--- src/rtl/sm3_blk_asm.sv ---
// -----------------------------------------------------------------------------
// sm3_blk_asm
// Consumer end of the SM3 padding stream. Padded message words are collected
// into 512-bit blocks using a two-entry ping-pong buffer, so one block can fill
// while the other waits for the compression core. pad_ena_o throttles the
// padding core at block granularity, and protocol violations are recorded in
// sticky error flags.
//
// Word order: W0 sits at blk_d_o[511:480] and W15 at blk_d_o[31:0]. Within a
// beat, the most-significant 32 bits carry the lower-index word.
//
// INPT_DW must be 32 or 64 (one or two words per beat).
//
// Optional build macro: SM3_BLK_ASM_IDX_EN
//   defined   : blk_idx_o counts the blocks popped within the current message.
//               It saturates at all-ones and returns to 0 after the last block.
//   undefined : the counter is absent and blk_idx_o is tied to 0.
// -----------------------------------------------------------------------------
module sm3_blk_asm #(
    parameter int INPT_DW   = 32,
    parameter int BLK_CNT_W = 16
) (
    input  logic                 clk,
    input  logic                 rst_n,
    input  logic [INPT_DW-1:0]   pad_d_i,
    input  logic                 pad_vld_i,
    input  logic                 pad_lst_i,
    output logic                 pad_ena_o,
    output logic [511:0]         blk_d_o,
    output logic                 blk_vld_o,
    output logic                 blk_lst_o,
    input  logic                 blk_rdy_i,
    output logic [BLK_CNT_W-1:0] blk_idx_o,
    output logic                 err_ovf_o,
    output logic                 err_lst_o
);

    localparam int         WPC           = INPT_DW / 32;
    localparam logic [4:0] WPC_INC       = 5'(WPC);
    localparam logic [4:0] WORDS_PER_BLK = 5'd16;

    typedef enum logic [1:0] {
        BUF_EMPTY = 2'd0,
        BUF_FILL  = 2'd1,
        BUF_FULL  = 2'd2
    } buf_st_e;

    // Per-buffer state, current (_r) and next (_s).
    buf_st_e      buf_st_r  [2];
    buf_st_e      buf_st_s  [2];
    logic [511:0] buf_d_r   [2];
    logic [511:0] buf_d_s   [2];
    logic         buf_lst_r [2];
    logic         buf_lst_s [2];

    // Pointers and the word counter of the buffer being filled.
    logic         fill_ptr_r;
    logic         fill_ptr_s;
    logic         other_ptr_s;
    logic         head_ptr_r;
    logic         head_ptr_s;
    logic [4:0]   wcnt_r;
    logic [4:0]   wcnt_s;
    logic [4:0]   wcnt_sum_s;

    // Per-cycle events.
    logic         pop_s;
    logic         ovf_s;
    logic         lst_err_s;

    // Output registers.
    logic         blk_vld_r;
    logic         blk_lst_r;
    logic [511:0] blk_d_r;
    logic         pad_ena_r;
    logic         err_ovf_r;
    logic         err_lst_r;

    // Next-state logic: the pop of the head buffer and the write of one beat
    // into the fill buffer. Both may happen in the same cycle. They never
    // target the same buffer: a written buffer is never FULL, and only a
    // FULL buffer can be popped.
    always_comb begin
        buf_st_s    = buf_st_r;
        buf_d_s     = buf_d_r;
        buf_lst_s   = buf_lst_r;
        fill_ptr_s  = fill_ptr_r;
        head_ptr_s  = head_ptr_r;
        wcnt_s      = wcnt_r;
        wcnt_sum_s  = wcnt_r + WPC_INC;
        pop_s       = blk_vld_r & blk_rdy_i;
        ovf_s       = 1'b0;
        lst_err_s   = 1'b0;

        // Pop: the buffer returns to EMPTY with zeroed data, so that a later
        // short block reads zeros in its unwritten words.
        if (pop_s) begin
            buf_st_s[head_ptr_r]  = BUF_EMPTY;
            buf_d_s[head_ptr_r]   = 512'd0;
            buf_lst_s[head_ptr_r] = 1'b0;
            head_ptr_s            = ~head_ptr_r;
        end else begin
            head_ptr_s            = head_ptr_r;
        end

        // Write: a beat into a FULL target is dropped and leaves all state
        // untouched. This includes a target that is freed in this same cycle.
        if (pad_vld_i) begin
            if (buf_st_r[fill_ptr_r] == BUF_FULL) begin
                ovf_s = 1'b1;
            end else begin
                for (int w = 0; w < WPC; w++) begin
                    buf_d_s[fill_ptr_r][511 - 32 * (int'(wcnt_r) + w) -: 32] =
                        pad_d_i[INPT_DW - 1 - 32 * w -: 32];
                end
                if (pad_lst_i || (wcnt_sum_s == WORDS_PER_BLK)) begin
                    buf_st_s[fill_ptr_r]  = BUF_FULL;
                    buf_lst_s[fill_ptr_r] = pad_lst_i;
                    wcnt_s                = 5'd0;
                    fill_ptr_s            = ~fill_ptr_r;
                    lst_err_s             = pad_lst_i && (wcnt_sum_s != WORDS_PER_BLK);
                end else begin
                    buf_st_s[fill_ptr_r]  = BUF_FILL;
                    wcnt_s                = wcnt_sum_s;
                end
            end
        end else begin
            ovf_s = 1'b0;
        end

        other_ptr_s = ~fill_ptr_s;
    end

    // Buffer state, data, pointers and word counter.
    always_ff @(posedge clk or negedge rst_n) begin
        if (!rst_n) begin
            for (int i = 0; i < 2; i++) begin
                buf_st_r[i]  <= BUF_EMPTY;
                buf_d_r[i]   <= 512'd0;
                buf_lst_r[i] <= 1'b0;
            end
            fill_ptr_r <= 1'b0;
            head_ptr_r <= 1'b0;
            wcnt_r     <= 5'd0;
        end else begin
            buf_st_r   <= buf_st_s;
            buf_d_r    <= buf_d_s;
            buf_lst_r  <= buf_lst_s;
            fill_ptr_r <= fill_ptr_s;
            head_ptr_r <= head_ptr_s;
            wcnt_r     <= wcnt_s;
        end
    end

    // Output registers, loaded from the next state. A block completed at an
    // edge is therefore presented right after that edge, and pad_ena_o tracks
    // the buffer occupancy without an extra cycle of lag.
    always_ff @(posedge clk or negedge rst_n) begin
        if (!rst_n) begin
            blk_vld_r <= 1'b0;
            blk_lst_r <= 1'b0;
            blk_d_r   <= 512'd0;
            pad_ena_r <= 1'b1;
        end else begin
            blk_vld_r <= (buf_st_s[head_ptr_s] == BUF_FULL);
            blk_lst_r <= buf_lst_s[head_ptr_s] && (buf_st_s[head_ptr_s] == BUF_FULL);
            blk_d_r   <= buf_d_s[head_ptr_s];
            pad_ena_r <= (buf_st_s[other_ptr_s] == BUF_EMPTY) ||
                         (buf_st_s[fill_ptr_s] == BUF_EMPTY);
        end
    end

    // Sticky protocol error flags; only reset clears them.
    always_ff @(posedge clk or negedge rst_n) begin
        if (!rst_n) begin
            err_ovf_r <= 1'b0;
            err_lst_r <= 1'b0;
        end else begin
            err_ovf_r <= err_ovf_r | ovf_s;
            err_lst_r <= err_lst_r | lst_err_s;
        end
    end

`ifdef SM3_BLK_ASM_IDX_EN
    logic [BLK_CNT_W-1:0] blk_idx_r;

    // Block index within the message: it steps on each pop, saturates at
    // all-ones and restarts after the last block of a message.
    always_ff @(posedge clk or negedge rst_n) begin
        if (!rst_n) begin
            blk_idx_r <= {BLK_CNT_W{1'b0}};
        end else if (pop_s) begin
            if (blk_lst_r) begin
                blk_idx_r <= {BLK_CNT_W{1'b0}};
            end else if (blk_idx_r != {BLK_CNT_W{1'b1}}) begin
                blk_idx_r <= blk_idx_r + BLK_CNT_W'(1);
            end else begin
                blk_idx_r <= blk_idx_r;
            end
        end else begin
            blk_idx_r <= blk_idx_r;
        end
    end

    assign blk_idx_o = blk_idx_r;
`else
    assign blk_idx_o = {BLK_CNT_W{1'b0}};
`endif

    assign blk_vld_o = blk_vld_r;
    assign blk_lst_o = blk_lst_r;
    assign blk_d_o   = blk_d_r;
    assign pad_ena_o = pad_ena_r;
    assign err_ovf_o = err_ovf_r;
    assign err_lst_o = err_lst_r;

endmodule

--- config.mk ---
export PLATFORM = sky130hd
export DESIGN_NAME = sm3_blk_asm
export DESIGN_NICKNAME = d
export VERILOG_FILES = /design/src/rtl/sm3_blk_asm.sv
export SDC_FILE = /design/constraint.sdc
export NUM_CORES = 2
export LEC_CHECK = 0
export ABC_AREA = 1
export CAP_MARGIN = 0
export CELL_PAD_IN_SITES_DETAIL_PLACEMENT = 1
export CELL_PAD_IN_SITES_GLOBAL_PLACEMENT = 2
export CORE_UTILIZATION = 35
export CTS_CLUSTER_SIZE = 40
export DETAILED_ROUTE_END_ITERATION = 7
export PLACE_DENSITY = 0.79
export SLEW_MARGIN = 20
export SYNTH_ARGS = -nofsm -noshare
export SYNTH_HDL_FRONTEND = slang
export SYNTH_SLANG_ARGS = --single-unit
--- constraint.sdc ---
create_clock -name clk -period 2.2 [get_ports clk]
set_clock_uncertainty 0.15 [all_clocks]
set_input_delay 0.44 -clock clk [delete_from_list [all_inputs] [get_ports clk]]
set_output_delay 0.44 -clock clk [all_outputs]
set_load 0.005 [all_outputs]
Word-level counts from Yosys, hierarchy flattened
Index checks and enable logic that the tools add are counted.
Cells by class
  add/subtract/negate cells: 3
  $lt $le $gt $ge: 7
  equality and inequality tests: 4
  shift-type cells: 2
  muxes and demuxes: 53
  bitwise logic cells: 24
  reductions and logical operators: 9
Operators with widths (count)
  two-way mux 1024 bit: 3
  two-way mux 512 bit: 5
  bitwise AND 1024 bit: 1
  bitwise mux 1024 bit: 1
  demux 512 bit (select 1 bit): 2
  inverter 1024 bit: 1
  variable shift 32 x 33 -> 543 bit (first input constant): 1
  variable part select 32 x 33 -> 543 bit: 1
  two-way mux 2 bit: 18
  negator 11 -> 33 bit: 1
  two-way mux 4 bit: 4
  two-way mux 1 bit: 14
  subtractor 9 x 10 -> 11 bit (first input constant): 1
  >= comparator 2 bit (second input constant): 5
  inverter 1 -> 2 bit: 5
  bitwise AND 2 bit: 3
  inverter 2 bit: 3
  adder 5 x 1 -> 5 bit (second input constant): 1
  equality test 5 bit (second input constant): 1
  two-way mux 5 bit: 1
  inequality test 5 bit (second input constant): 1
  bitwise AND 4 bit: 1
  demux 2 bit (select 1 bit): 2
  equality test 2 bit (second input constant): 2
  12 further kinds: 24
Storage, ports and cells
  register bits: 1554

Logic depth before layout (Yosys ltp)
  depth in word-level cells: 17
  mapped depth: 14
  mapped depth without buffers: 14

Least setup slack after synthesis
No wires, ideal clock.
  path type: flip-flop to flip-flop
  from: register wcnt_r[0]
  to: register blk_d_r[56] (netlist: blk_d_o[56])
  data arrival time: 1.696 ns
  data required time: 1.933 ns
  path slack: 0.236 ns
  cell stages (with the launch flop): 10
  buffers on the path: 1
  clock period less this slack: 1.964 ns
  cells stage by stage: dfrtp_1 -> nor2_1 -> inv_2 -> nor2_2 -> nand2_1 -> nor2_1 -> clkbuf_1 -> o21ai_0 -> nand2_1 -> nand2_1
RTL lines
  start: declaration: line 62  | logic [4:0] wcnt_r;
  start signal: assignment: line 151  | wcnt_r <= wcnt_s;
  end signal: assignment: line 167  | blk_d_r <= buf_d_s[head_ptr_s];
  end: declaration: line 74  | logic [511:0] blk_d_r;

==> summary.md <==
| Metric | Value |
|---|---|
| Port buffer count | 553 |
| Critical path class | reg2reg |
| Synth Warn # | 0 |
| Synth area leader | dfrtp_1 |
| Tot GR Track Use | between 20 and 30% |
| P_leak | ~43 nW |
| Yosys cell types | 27 |
| Seq cells post-synth | 1,554 |
| WL/cell | 25.9 um |
| Fin nets | roughly 7,700 |
| Number of global-route vias before repair | around 55,000 |
| Most frequent cell after synthesis | nand2_1 |
| Via count | approximately 53,000 |
| Root buffer cell | clkbuf_16 |
| Synth top area share | 64.6% |
| Final Total Pwr | 93.3 mW |
| Syn Inst Count | about 6,700 |
| PnR worst setup slack | -229 ps |
| PD cells | between 1000 and 1500 mW/mm2 |
| Area growth syn-to-layout | 39.7% |
| Relative slew slack | 37.8% |
| Run status | finished, violations left |
| Hpwl dp | 162,000 um |
| Final ANT Viol Nets | 0 |
| CP max FO | 8 |
| Max-Cap Viols | 0 |
| WP data required | 2810 ps |
| RePlAce Congestion | 0.840 |
| Unrepaired setup endpoints after global routing | true |
| Initial antenna violation count | 13 |
| Synth top cells by count | 3,087 x nand2_1, 1,553 x dfrtp_1, 613 x o21ai_0, 417 x o21ai_1, 338 x clkbuf_1 |
| Share of post-route cells with drive strength above 1 | about a fifth |
| Final Slew Violations | 0 |
| Failing checks | setup timing |
| Tmin final | 2430 ps |
| Worst EP arrival | 3040 ps |
| Mapped Area | 0.0602 mm2 |
| Capturing element type of the critical path | register |
| Final worst path period share | 110% |
| IO Pins | 570 |
| Vias per inst | 5.25 |
| Slew @ Worst Pin | around 930 ps |
| Fmax | 412 MHz |
| Endpoints failing hold | 0 |
| Num CTS Buffers | about 170 |
| CTS sink cnt | 1,554 |
| Core Region | 0.170 mm2 |
| Hold WS | 59.5 ps |
| Flop-to-flop setup slack | -230 ps |
| Worst skew pair latency | 830 ps |
| Final global-route overflow total | 0 |
| Top post-synthesis cells by area | dfrtp_1 65%, nand2_1 19%, o21ai_0 5.1% |
| First-pass GRT wire length | 369,000 um |
| CTS tree | yes |
| Dominant synthesized flop cell | dfrtp_1 |
| Post-Route Utilization | 49.4% |
| Worst min path class | in2reg |
| Startpoint types | register |
| Site Rows | 151 |
| Final wirelength | 260,000 um |
| Seq/Total Area, Yosys | 64.6% |
| DRC viols | 0 |
| Count of final setup violators | ~640 |
| Syn avg cell area | 9.00 um2 |
| Asr flop ratio synth | 100% |
| Die area | ~0.17 mm2 |
| H-tree levels | 4 |
| Largest net degree at the start of global routing | 115 |
| Fillers | 18,800 |
| Maximum vdd ir drop | 0.926 mV |
| First-pass DRT Iterations | 5 |
| Number of synthesized flops with an enable pin | 0 |
| Initial DRC Count | 3,980 |
| Setup TNS | -50,830 ps |
| Initial Util | a little over a third |
| Worst-path clk slew | 60 ps |
| CTS max path bufs | 3 |
| Die height | approximately 420 um |
| Die width | between 400 and 500 um |
-- stage by stage --
stage          setup WS (ps)  area, um2  instances
3_5_place_dp            -551      72900       9493
3_3_place_gp            -470      72900       9493
2_1_floorplan            236      60200       6703
5_1_grt                 -274      84000      10000
6_report                -229      84000      10000
4_1_cts                 -143      80500       9900
-- worst max-delay path: stages, from the launching register on --
cell	delay (ps)
dfrtp_1	420
inv_2	60
nor2_1	140
nand2_1	120
buf_4	150
buf_6	120
nand2_8	80
buf_6	130
clkinv_8	80
buf_6	120
nand3_4	50
buf_12	170
clkbuf_16	200
nand3_2	80
o21ai_2	70
nand2_1	90
nand2_1	100
-- cells in the final DEF, fill, tap and decap left out, drive strengths merged --
cell,netlist,layout
clkinv,1,42
dfstp,1,1
diode,0,5
nand4,3,3
clkdlybuf4s50,0,3
clkdlybuf4s15,0,58
o22ai,1,1
clkbuf,338,295
dlygate4sd3,0,17
o21ai,1030,1030
dlygate4sd2,0,458
inv,70,78
a21oi,15,15
nand2,3088,3088
nor2,115,115
a31o,1,1
bufinv,0,7
nor3,2,2
clkinvlp,0,5
bufbuf,0,5
a21o,1,1
ha,1,1
dfrtp,1553,1553
conb,1,16
nand3,291,291
buf,176,718
-- layer usage --
layer	wire length (um)	GRT usage, %	vias to the layer above
met1	109000	38.3	27500
met2	124000	46.7	1505
met3	13700	3.95	438
met5	0	0	-
li1	-	-	23200
met4	13200	12.7	0
-- sequential cells by signal, indices dropped and copies added (netlist names) --
register and flops:
buf_st_r 4, wcnt_r 5, err_lst_o 1, buf_d_r 1024, err_ovf_o 1, blk_lst_o 1
buf_lst_r 2, pad_ena_o 1, blk_vld_o 1, blk_d_o 512, fill_ptr_r 1, head_ptr_r 1
-- area by class of cell --
cell class | instances | area (um2) | share of cell area, %
clock inverter | 61 | 707 | 0.841
tap | 2218 | 2780 | 3.30
sequential | 1554 | 39000 | 46.4
antenna | 5 | 12.5 | 0.0149
multi-input combinational | 4564 | 21300 | 25.3
inverter | 71 | 310 | 0.369
clock buffer | 251 | 5000 | 5.95
timing repair buffer | 1303 | 15000 | 17.9
-- logic make-up after synthesis --
family	synth area share, %
AOI/OAI and AO/OA	8.73
and+or+nand+nor	22.6
other	0.00623
buffers and inverters	3.97
DFF	64.6
adders and majority gates	0.0208
-- report_power, final --
part,internal [mW],total (mW),switching [mW]
clock network,16.7,29.4,12.7
logic,10.6,27.3,16.7
registers,34.2,36.6,2.38
-- worst paths after layout --
kind                                 to        from  cells after the start
setup / recovery           blk_d_o[461]  fill_ptr_r                     16
hold / removal              buf_d_r[33]  pad_d_i[1]                      5
setup reg to reg           blk_d_o[461]  fill_ptr_r                     16
hold reg to reg               err_lst_o   err_lst_o                      1
max in group asynchronous  buf_d_r[539]       rst_n                      3
min in group asynchronous  buf_d_r[339]       rst_n                      3
-- repair_timing --
item                                    4_1_cts  5_1_grt
hold endpoints to repair                   1513        0
resized for setup                           916      633
endpoints found under the setup margin      813      985
buffers inserted                             41       81
hold buffers                                 17        0
gates cloned                                 37       51
pin swaps                                    42      145
Power figures use the tool's default switching activity.
